## src/rtl/j1_uart_io.sv

```systemverilog
// I/O-space peripheral for the j1 core: registered io address decode plus a byte UART
// with a single holding register on TX and a status-flagged deserialiser on RX.
module j1_uart_io #(
  parameter int          WIDTH     = 32,
  parameter int          CLK_HZ    = 12000000,
  parameter int          BAUD      = 115200,
  parameter logic [15:0] ADDR_DATA = 16'h1000,
  parameter logic [15:0] ADDR_STAT = 16'h2000
) (
  input  logic             clk,
  input  logic             reset,
  input  logic             io_wr,
  input  logic [15:0]      io_addr,
  input  logic [WIDTH-1:0] io_dout,
  output logic [WIDTH-1:0] io_din,
  input  logic             uart_rx,
  output logic             uart_tx
);

  localparam int DIV = CLK_HZ / BAUD;
  localparam int CW  = (DIV > 1) ? $clog2(DIV) : 1;
  localparam logic [CW-1:0] BIT_LAST  = CW'(DIV - 1);
  localparam logic [CW-1:0] HALF_LAST = CW'(DIV / 2 - 1);

  typedef enum logic [1:0] {S_IDLE, S_START, S_DATA, S_STOP} uart_st_e;

  logic [15:0]   addr_q;
  uart_st_e      tx_st_q, tx_st_d;
  logic [CW-1:0] tx_cnt_q, tx_cnt_d;
  logic [2:0]    tx_bit_q, tx_bit_d;
  logic [7:0]    tx_shift_q, tx_shift_d, tx_hold_q, tx_hold_d;
  logic          tx_full_q, tx_full_d, tx_q, tx_d, tx_load;

  logic          sync1_q, sync2_q, rx_arm_q, rx_arm_d;
  uart_st_e      rx_st_q, rx_st_d;
  logic [CW-1:0] rx_cnt_q, rx_cnt_d;
  logic [2:0]    rx_bit_q, rx_bit_d;
  logic [7:0]    rx_shift_q, rx_shift_d, rx_data_q, rx_data_d;
  logic          rx_valid_q, rx_valid_d, ovr_q, ovr_d, ferr_q, ferr_d;

  logic wr_data, wr_stat, tx_tick, rx_tick, unused_dout;

  assign wr_data     = io_wr && (addr_q == ADDR_DATA);
  assign wr_stat     = io_wr && (addr_q == ADDR_STAT);
  assign tx_tick     = (tx_cnt_q == '0);
  assign rx_tick     = (rx_cnt_q == '0);
  assign uart_tx     = tx_q;
  assign unused_dout = ^io_dout[WIDTH-1:8];

  always_ff @(posedge clk) begin
    if (reset) begin
      addr_q     <= '0;
      tx_st_q    <= S_IDLE;
      tx_cnt_q   <= '0;
      tx_bit_q   <= '0;
      tx_full_q  <= 1'b0;
      tx_q       <= 1'b1;
      sync1_q    <= 1'b1;
      sync2_q    <= 1'b1;
      rx_arm_q   <= 1'b1;
      rx_st_q    <= S_IDLE;
      rx_cnt_q   <= '0;
      rx_bit_q   <= '0;
      rx_data_q  <= '0;
      rx_valid_q <= 1'b0;
      ovr_q      <= 1'b0;
      ferr_q     <= 1'b0;
    end else begin
      addr_q     <= io_addr;
      tx_st_q    <= tx_st_d;
      tx_cnt_q   <= tx_cnt_d;
      tx_bit_q   <= tx_bit_d;
      tx_full_q  <= tx_full_d;
      tx_q       <= tx_d;
      sync1_q    <= uart_rx;
      sync2_q    <= sync1_q;
      rx_arm_q   <= rx_arm_d;
      rx_st_q    <= rx_st_d;
      rx_cnt_q   <= rx_cnt_d;
      rx_bit_q   <= rx_bit_d;
      rx_data_q  <= rx_data_d;
      rx_valid_q <= rx_valid_d;
      ovr_q      <= ovr_d;
      ferr_q     <= ferr_d;
    end
  end

  // Shift/holding registers carry data only; their contents are qualified by the FSMs.
  always_ff @(posedge clk) begin
    tx_shift_q <= tx_shift_d;
    tx_hold_q  <= tx_hold_d;
    rx_shift_q <= rx_shift_d;
  end

  always_comb begin
    tx_st_d    = tx_st_q;
    tx_cnt_d   = tx_cnt_q;
    tx_bit_d   = tx_bit_q;
    tx_shift_d = tx_shift_q;
    tx_hold_d  = tx_hold_q;
    tx_full_d  = tx_full_q;
    tx_d       = tx_q;
    tx_load    = 1'b0;
    case (tx_st_q)
      S_IDLE: begin
        tx_d    = 1'b1;
        tx_load = tx_full_q;
      end
      S_START: begin
        if (tx_tick) begin
          tx_st_d  = S_DATA;
          tx_cnt_d = BIT_LAST;
          tx_bit_d = '0;
          tx_d     = tx_shift_q[0];
        end else tx_cnt_d = tx_cnt_q - 1'b1;
      end
      S_DATA: begin
        if (tx_tick) begin
          tx_cnt_d = BIT_LAST;
          if (tx_bit_q == 3'd7) begin
            tx_st_d = S_STOP;
            tx_d    = 1'b1;
          end else begin
            tx_shift_d = tx_shift_q >> 1;
            tx_bit_d   = tx_bit_q + 3'd1;
            tx_d       = tx_shift_q[1];
          end
        end else tx_cnt_d = tx_cnt_q - 1'b1;
      end
      default: begin
        if (tx_tick) begin
          if (tx_full_q) tx_load = 1'b1;
          else           tx_st_d = S_IDLE;
        end else tx_cnt_d = tx_cnt_q - 1'b1;
      end
    endcase
    // A pending byte starts its frame straight away, with no idle gap after a stop bit.
    if (tx_load) begin
      tx_st_d    = S_START;
      tx_cnt_d   = BIT_LAST;
      tx_shift_d = tx_hold_q;
      tx_full_d  = 1'b0;
      tx_d       = 1'b0;
    end
    if (wr_data && (!tx_full_q || tx_load)) begin
      tx_hold_d = io_dout[7:0];
      tx_full_d = 1'b1;
    end
  end

  always_comb begin
    rx_st_d    = rx_st_q;
    rx_cnt_d   = rx_cnt_q;
    rx_bit_d   = rx_bit_q;
    rx_shift_d = rx_shift_q;
    rx_data_d  = rx_data_q;
    rx_arm_d   = rx_arm_q;
    rx_valid_d = rx_valid_q && !(wr_stat && io_dout[1]);
    ovr_d      = ovr_q && !(wr_stat && io_dout[2]);
    ferr_d     = ferr_q && !(wr_stat && io_dout[3]);
    case (rx_st_q)
      S_IDLE: begin
        if (sync2_q) rx_arm_d = 1'b1;
        else if (rx_arm_q) begin
          rx_st_d  = S_START;
          rx_cnt_d = HALF_LAST;
        end
      end
      S_START: begin
        if (rx_tick) begin
          if (sync2_q) rx_st_d = S_IDLE;
          else begin
            rx_st_d  = S_DATA;
            rx_cnt_d = BIT_LAST;
            rx_bit_d = '0;
          end
        end else rx_cnt_d = rx_cnt_q - 1'b1;
      end
      S_DATA: begin
        if (rx_tick) begin
          rx_shift_d = {sync2_q, rx_shift_q[7:1]};
          rx_cnt_d   = BIT_LAST;
          if (rx_bit_q == 3'd7) rx_st_d = S_STOP;
          else                  rx_bit_d = rx_bit_q + 3'd1;
        end else rx_cnt_d = rx_cnt_q - 1'b1;
      end
      default: begin
        if (rx_tick) begin
          rx_st_d = S_IDLE;
          // Completion overrides a same-cycle clear: overrun only if the old byte survives it.
          if (sync2_q) begin
            rx_data_d  = rx_shift_q;
            ovr_d      = ovr_d || rx_valid_d;
            rx_valid_d = 1'b1;
          end else begin
            ferr_d   = 1'b1;
            rx_arm_d = 1'b0;
          end
        end else rx_cnt_d = rx_cnt_q - 1'b1;
      end
    endcase
  end

  always_comb begin
    io_din = '0;
    if (addr_q == ADDR_DATA)      io_din[7:0] = rx_data_q;
    else if (addr_q == ADDR_STAT) io_din[3:0] = {ferr_q, ovr_q, rx_valid_q, !tx_full_q};
  end

endmodule

```

## config.mk

```make
export PLATFORM = sky130hd
export DESIGN_NAME = j1_uart_io
export DESIGN_NICKNAME = d
export VERILOG_FILES = /design/src/rtl/j1_uart_io.sv
export SDC_FILE = /design/constraint.sdc
export NUM_CORES = 1
export LEC_CHECK = 0
export CAP_MARGIN = 5
export CORE_UTILIZATION = 52
export CTS_BUF_LIST = sky130_fd_sc_hd__clkbuf_8
export DETAILED_ROUTE_END_ITERATION = 8
export GPL_ROUTABILITY_DRIVEN = 0
export PLACE_DENSITY = 0.82
export REMOVE_ABC_BUFFERS = 1
export SLEW_MARGIN = 20
export SYNTH_ARGS = -nofsm -noshare
export SYNTH_HDL_FRONTEND = slang
export SYNTH_SLANG_ARGS = --single-unit
```

## constraint.sdc

```tcl
create_clock -name clk -period 2.8 [get_ports clk]
set_input_delay 0.56 -clock clk [delete_from_list [all_inputs] [get_ports clk]]
set_output_delay 0.56 -clock clk [all_outputs]
set_load 0.05 [all_outputs]
```

### Word-level counts from Yosys, hierarchy flattened

Cells that the tools add are included.

* mux-type cells: 65
* reductions and logical operators: 43
* $add $sub $neg: 4
* bitwise operators: 3
* eq/ne operators: 32

Operators with widths (number)
* 7-bit two-way mux: 9
* 8-bit two-way mux: 4
* 2-bit != test, second input constant: 15
* 2-bit two-way mux: 12
* 1-bit two-way mux: 21
* 3-bit two-way mux: 7
* 7-bit one-hot mux with 3 select lines: 1
* 4-bit AND reduction: 5
* 16-bit by 13-bit equality test with 1-bit output, second input constant: 1
* 16-bit by 14-bit equality test with 1-bit output, second input constant: 1
* 3-bit != test, second input constant: 5
* 7-bit zero test: 2
* 7-bit one-hot mux with 2 select lines: 1
* 7-bit by 1-bit subtractor with 7-bit output, second input constant: 2
* 4-bit two-way mux: 3
* 2-bit one-hot mux with 3 select lines: 2
* 3-bit one-hot mux with 2 select lines: 2
* 2-bit nonzero test: 6
* 1-bit logical AND: 9
* 3-bit AND reduction: 3
* 4-bit by 1-bit != test with 1-bit output, second input constant: 2
* 3-bit by 1-bit adder with 3-bit output, second input constant: 2
* 3-bit equality test, second input constant: 2
* 2-bit AND reduction: 3
* other kinds (15): 27

* output and inout port bits: 33
* flip-flop bits (word level): 80

### Longest topological paths before layout

Gate-level depths: netlist of the first run.

* depth after elaboration: 9
* mapped depth: 9
* mapped depth without buffers: 7

### Worst setup path before layout of the first run

Ideal clock, no wire load.

* kind: register to output
* start point: register addr_q[1]
* end point: output io_din[0]
* buffers on the path: 0
* slack: 87 ps
* cell stages (with the launch flop): 6
* arrival time: 2153 ps
* data required time: 2240 ps
* path through: dfxtp_1 > nor4_1 > nand4_1 > nor3b_2 > inv_1 > o21ai_0

* word-level cells in the longest chain between the ends: 3
* elaborated cells between the ends (all ways): 4
* classes of those cells: eq/ne: 2; mux: 2

Ends and longest elaborated chain
* start, declared: line 27 `logic [15:0] addr_q;`
* start signal, assigned: line 69 `addr_q <= io_addr;`
* 16-bit by 14-bit equality test with 1-bit output: line 207 `else if (addr_q == ADDR_STAT) io_din[3:0] = {ferr_q, ovr_q, rx_valid_q, !tx_full_q};`
* 4-bit two-way mux: line 207
* 4-bit two-way mux *: line 206 `if (addr_q == ADDR_DATA) io_din[7:0] = rx_data_q;`
* end, declared: line 15 `output logic [WIDTH-1:0] io_din,`

Mark *: on every way between the ends. The rest lies on a longest branch, timed or not.

### Worst setup path in the final report of the first run

Ends and elaborated chain as after synthesis.

==> results of run 1 <==
## where the power goes
| group | internal, mW | total [mW] | switching [mW] | leakage [nW] |
|---|---|---|---|---|
| logic | 0.302 | 0.773 | 0.471 | 0.883 |
| registers | 1.25 | 1.32 | 0.0689 | 0.672 |
| clock network | 0.405 | 0.801 | 0.396 | 0.104 |
## layout by cell type (no fill, tap or decap), types with 2 or more instances in the layout
cell / n
nand2_1: 61
dfxtp_1: 56
a21oi_1: 32
clkdlybuf4s50_1: 27
conb_1: 24
edfxtp_1: 24
nor2b_1: 23
ha_1: 17
nor2_1: 16
inv_1: 15
o21ai_0: 10
and2_1: 9
nor3_1: 9
clkbuf_8: 9
buf_12: 8
nand3_1: 6
buf_4: 6
nand2b_1: 4
o31ai_1: 4
o211ai_1: 4
a31oi_1: 4
clkinv_2: 4
nor4_1: 3
o21a_1: 3
a22o_1: 3
mux2i_1: 3
or4_1: 3
and3_1: 2
o21ai_1: 2
nand4_1: 2
nor3b_2: 2
a311oi_1: 2
or2_2: 2
a2111oi_2: 2
nand4b_1: 2
a211oi_1: 2
## how the worst max path moves through the flow
stage,slack [ps],endpoint,cells past startpoint,start
2_1_floorplan,90,io_din[0],5,addr_q[1]
3_3_place_gp,470,io_din[0],6,addr_q[1]
3_5_place_dp,480,io_din[0],6,addr_q[1]
4_1_cts,110,io_din[0],6,addr_q[1]
5_1_grt,100,io_din[0],7,addr_q[8]
6_report,240,io_din[0],7,addr_q[1]
## area by class of cell
| class | count | share of cell area, % |
|---|---|---|
| Sequential cell | 80 | 41.8 |
| Inverter | 14 | 1.19 |
| Clock buffer | 9 | 2.81 |
| Multi-Input combinational cell | 281 | 39.2 |
| Timing Repair Buffer | 42 | 10.9 |
| Clock inverter | 7 | 1.42 |
| Tap cell | 96 | 2.72 |
## layer usage
| metal | track usage, % | vias to the layer above | share of wire (%) | routed length (um) |
|---|---|---|---|---|
| met5 | 0 | - | 0 | 0 |
| li1 | - | 1395 | - | - |
| met3 | 6.07 | 9 | 3.9 | 271 |
| met1 | 24.5 | 1334 | 45 | 3170 |
| met4 | 6.56 | 0 | 1.3 | 88 |
| met2 | 32.7 | 64 | 50 | 3490 |
## through the flow
stage / worst slack (ps) / hold slack [ps] / util (%)
after floorplan: 87.1 / 389 / -
after global placement: 468 / 396 / 61.1
after detailed placement: 482 / 408 / 61.1
after CTS: 108 / 427 / 63.8
after global routing: 98.1 / 450 / 63.8
final: 244 / 426 / 63.8
## critical path, stage by stage, from the launching register on
cell     delay (ps)
dfxtp_1         310
nor4_1          300
nand4_1         210
nor3b_2         230
buf_4           200
nand2_1          60
o21ai_1         160
buf_12          180
## state kept, by name, summed over array words and instances, names as in the netlist
signal and cells:
addr_q 16, ferr_q 1, ovr_q 1, rx_arm_q 1, rx_bit_q 3, rx_cnt_q 7, rx_data_q 8, rx_shift_q 8
rx_st_q 2, rx_valid_q 1, sync1_q 1, sync2_q 1, tx_bit_q 3, tx_cnt_q 7, tx_full_q 1, tx_hold_q 8
tx_shift_q 8, tx_st_q 2, uart_tx 1
## repair_timing
item	CTS	global route
hold buffers	0	0
setup endpoints to repair	0	1
resized for setup	0	1
## kinds of logic after synthesis
| family | after synthesis | share of synthesized area [%] |
|---|---|---|
| simple gates | 153 | 21.6 |
| compound gates | 83 | 15.1 |
| flops | 80 | 48.7 |
| buf+inv | 53 | 7.81 |
| fa+ha+maj | 17 | 5.63 |
| mux | 3 | 0.795 |
| other cells | 1 | 0.0992 |
| xor+xnor | 1 | 0.232 |
## synthesized netlist by cell type, drive strengths merged, types with 4 or more instances
cell type	instances
nand2	62
dfxtp	56
a21oi	32
buf	27
edfxtp	24
nor2b	23
ha	17
nor2	16
inv	14
clkbuf	12
o21ai	12
and2	10
nor3	10
nand3	6
a22o	4
a31oi	4
nand2b	4
nor3b	4
nor4	4
o211ai	4
o31ai	4
==> key figures, run 1 <==
Placement
  – Post-DP HPWL: 4.96 mm
  – Port-buffer cells: 36
  – Placed instance area: 4220 sq um
  – Placed cells: 513

Synth
  – Post-synth top flop: dfxtp_1
  – Synth area leader: dfxtp_1
  – Syn_area_per_cell: 9.66 sq um
  – Mapped Cells: 391
  – Area contributors post-synth: dfxtp_1 30%, edfxtp_1 19%, nand2_1 6.1%, ha_1 5.6%, buf_4 5.0%
  – Seq/Total Area, Yosys: between 40% and 50%
  – Distinct cells, synth: 59
  – Synthesized cell area: 3780 sq um
  – Post-synth EDFFs: 24
  – Post-synth ARST share: 0%
  – Area share of the largest cell type after synthesis: 29.7%
  – Synth warnings: 0
  – #FFs+latches synth: 80

Global routing
  – First-pass GRT wire length: 11.4 mm
  – Vias in the first global route: about 2500
  – Largest net degree at the start of global routing: 27
  – Initial antenna violation count: 0
  – Overflow after GRT: 0
  – GRT Total Usage: 19.7%

STA
  – Worst slew margin: about two thirds
  – Final setup fails: 0
  – Final Hold Fails: 0
  – Max-slew violations: 0
  – Setup TNS: 0 ps
  – Min Tclk post-route: around 2600 ps
  – Worst Clk Skew: between 10 and 15 ps
  – RSZ-0062 raised after global routing: false
  – Slew @ Worst Pin: 514 ps
  – Final Cycle Share: between 90% and 100%
  – F_max: between 300 and 400 MHz

Cells and area
  – Layout Cell Area excl Fill: 4410 sq um
  – Register area: 1840 sq um
  – Layout cell share with drive strength beyond 1: 10.4%
  – Area growth from synthesis to layout: 16.7%
  – Fin nets: a little under 500
  – Final-layout fill cell count: 579
  – ANT cells: 0
  – Area occupied by multi-input gates: between 1500 and 2000 sq um
  – Post-Layout Cell Count: about 530

Clocking
  – H-tree levels: 3
  – Post-CTS Setup Inserts: 0
  – Clk slew on worst S/H paths: 70 ps
  – Clock Tree Buf Depth: 2
  – CTS tree: done
  – Clock Latency Late Sink: 350 ps
  – Num Clock Sinks: 80
  – Total CTS buffers: 9
  – Root Buffer: clkbuf_8

Critical path
  – Crit end category: output pin
  – Worst r2r path cells: 7
  – RR Endpoint: tx_hold_q[1]
  – Critical path type: flip-flop to output pin
  – Worst R2R Start: tx_cnt_q[0]
  – Arrival time worst endpoint: 2000 ps
  – Required @ worst endpoint: 2240 ps
  – Startpoint types: flip-flop
  – Worst-path fanout max: 9
  – Flop2flop setup slack: between 500 and 600 ps

Power
  – Pwr/cell area: 656 nW/um^2
  – Peak VDD IR: ~0.49 mV
  – Overall Power: 2.89 mW
  – Lkg Pwr: around 1.7 nW

Die
  – Die H: 87.2 um
  – Io pins: 85
  – Die width: 87.2 um
  – Initial Util: 54.7%
  – Row count: 30
  – DIE AREA: between 7000 and 8000 sq um
  – Core footprint: 6910 sq um

Drt
  – Final wirelength: 7.02 mm
  – DR pass1 iterations: 4
  – Via count: 2802
  – Initial DRC Count: 148
  – Via density: 5.30
  – Post-route ant nets: 0
  – Wire per inst: 13.3 um
  – DRC: 0

Hold path
  – WHS Endpoint: sync2_q
  – Type of the most critical hold path: flip-flop to flip-flop
  – Hold Path Stages: 1
  – HP Start: sync1_q

Job
  – Max cap viols: 0

Run status
  – Status: finished clean
No activity file was read; power rests on OpenSTA's default activity.
==> inputs of run 2 (changes only) <==
--- a/config.mk
+++ b/config.mk
@@ -13,4 +13,5 @@
 export PLACE_DENSITY = 0.82
 export REMOVE_ABC_BUFFERS = 1
+export SKIP_LAST_GASP = 1
 export SLEW_MARGIN = 20
 export SYNTH_ARGS = -nofsm -noshare
==> constraint.sdc (replaced) <==
create_clock -name clk -period 2.8 [get_ports clk]
set_input_delay 0.28 -clock clk [delete_from_list [all_inputs] [get_ports clk]]
set_output_delay 0.28 -clock clk [all_outputs]
set_load 0.05 [all_outputs]
==> run 2 against run 1 <==
  * Non-clock buffer count down 3
  * Cell area decreased by 1.8%
  * Sequential share of layout area up 0.76 points
  * First-iteration DRC count is 1.4% higher
  * Clock skew grew 1.6 ps
  * Combinational power fell by 0.9%
  * Register-to-register slack got worse by 150 ps
  * Clock power up 18%
  * Die area stayed put
  * Count of clock-buffer cells in the layout rose by 2
==> key figures, run 2 (synthesized netlist as in run 1, its figures left out) <==
Run status
  – Status: finished clean

Clocking
  – Post-CTS Setup Inserts: 0
  – Clock Tree Buf Depth: 2
  – Num Clock Sinks: 80
  – Cts repair resizes: 0
  – Clk slew on worst S/H paths: around 80 ps
  – Root Buffer: clkbuf_8
  – Hold-fix buffers at CTS: 0
  – Total CTS buffers: 9
  – CTS tree: done
  – H-tree levels: 3
  – Clock Latency Late Sink: 340 ps

Power
  – Logic pwr share: 25.3%
  – Pwr/cell area: 700 nW/um^2
  – Peak VDD IR: roughly 0.46 mV
  – Switching share of power: 30.7%
  – NetSw: 932 uW
  – Pint: about 2.1 mW
  – Clock group share of total power: 31.1%
  – Overall Power: 3.03 mW
  – Reg power frac: a little over two fifths
  – Lkg Pwr: 1.64 nW

Die
  – Die H: between 80 and 90 um
  – Io pins: 85
  – Row count: 30
  – Die width: approximately 87 um
  – DIE AREA: 7610 sq um
  – Initial Util: 54.7%
  – Core footprint: 6910 sq um

STA
  – Final Hold Fails: 0
  – Min Tclk post-route: 2390 ps
  – Slew @ Worst Pin: 738 ps
  – Final setup fails: 0
  – RSZ-0062 raised after global routing: false
  – F_max: between 400 and 500 MHz
  – Setup TNS: 0 ps
  – Worst slew margin: 50.8%
  – Max-slew violations: 0
  – Final Cycle Share: 85.3%
  – Worst Clk Skew: 11.9 ps

Cells and area
  – Max FFs per register: 16
  – Area growth from synthesis to layout: 14.6%
  – Largest Register: addr_q
  – Fin nets: 494
  – Final core occ: 62.7%
  – Register area: 1840 sq um
  – Layout cell share with drive strength beyond 1: ~9.8%
  – ANT cells: 0
  – Commonest non-fill, non-tap cells in the layout: 61 x nand2_1, 56 x dfxtp_1, 32 x a21oi_1
  – Final-layout fill cell count: 589
  – Commonest non-fill, non-tap cell in the layout: nand2_1
  – Area occupied by multi-input gates: about 1700 sq um

Global routing
  – Vias in the first global route: 2555
  – Largest net degree at the start of global routing: 39
  – First-pass GRT wire length: 11.4 mm
  – GRT Total Usage: 19.3%
  – Overflow after GRT: 0
  – Initial antenna violation count: 0

Placement
  – Post-DP HPWL: 5.08 mm
  – Port-buffer cells: 36

Drt
  – Wire per inst: 13.3 um
  – Wire length on met2: 3.44 mm
  – Via density: around 5.3
  – Top Layer Used: met4
  – Final wirelength: around 7.0 mm
  – Routed met3 length: 235 um
  – Post-route ant nets: 0
  – Initial DRC Count: 150
  – Via count: 2805
  – DR pass1 iterations: 4
  – DRC: 0
  – WL met1: 3.26 mm

Hold path
  – Type of the most critical hold path: flip-flop to flip-flop

Critical path
  – Crit end category: output pin
  – Required @ worst endpoint: 2520 ps
  – Worst-path fanout max: 6
  – Arrival time worst endpoint: 2110 ps
  – Critical path type: flip-flop to output pin
  – Startpoint types: flip-flop

Job
  – Max cap viols: 0
==> run 2: cell count changes in the layout (fill, tap and decap cells not counted), sizes merged <==
cell    before  now
buf         15   12
bufinv       1    2
clkinv       4    1
clkbuf       9   11
==> run 2: path summary, 6_finish.rpt <==
kind | start | endpoint | slack, ps | cells past startpoint
hold reg to reg | sync1_q | sync2_q | 420 | 1
hold / removal | sync1_q | sync2_q | 420 | 1
setup reg to reg | tx_cnt_q[0] | tx_hold_q[7] | 440 | 6
setup / recovery | addr_q[1] | io_din[0] | 410 | 6
==> run 2: critical path, stage by stage, from the launching register on <==
cell     delay, ps
dfxtp_1        310
nor4_1         320
nand4_1        220
nor3b_2        450
inv_1           70
o21ai_0        180
buf_4          230
==> run 2: metal layers <==
| layer | global-route usage [%] | up-vias |
|---|---|---|
| met5 | 0 | - |
| met1 | 25.1 | 1350 |
| met2 | 32.2 | 57 |
| met4 | 7.90 | 0 |
| met3 | 2.94 | 6 |
| li1 | - | 1392 |
==> run 2: layout make-up <==
type                    count  area share (%)
flip-flops and latches     80            42.5
clock buffers              11            3.50
clock inverters             5            1.82
repair buffers             39            8.26
multi-input cells         281            39.9
well taps                  96            2.77
inverters                  14            1.21
==> run 2: power groups by stage <==
stage          registers (mW)  clock network (mW)  logic [mW]
2_1_floorplan            1.33                   0       0.593
3_3_place_gp             1.34                   0       0.735
3_5_place_dp             1.35                   0       0.758
4_1_cts                  1.32               0.964       0.760
5_1_grt                  1.33                1.01       0.831
6_report                 1.32               0.943       0.766
==> run 2: per-stage QoR <==
stage	hold WS [ps]	worst slack, ps	instance area [sq um]	cells
5_1_grt	431	171	4330	526
4_1_cts	418	345	4330	526
3_3_place_gp	396	510	4100	510
3_5_place_dp	399	466	4100	510
2_1_floorplan	348	367	3620	375
6_report	418	411	4330	526
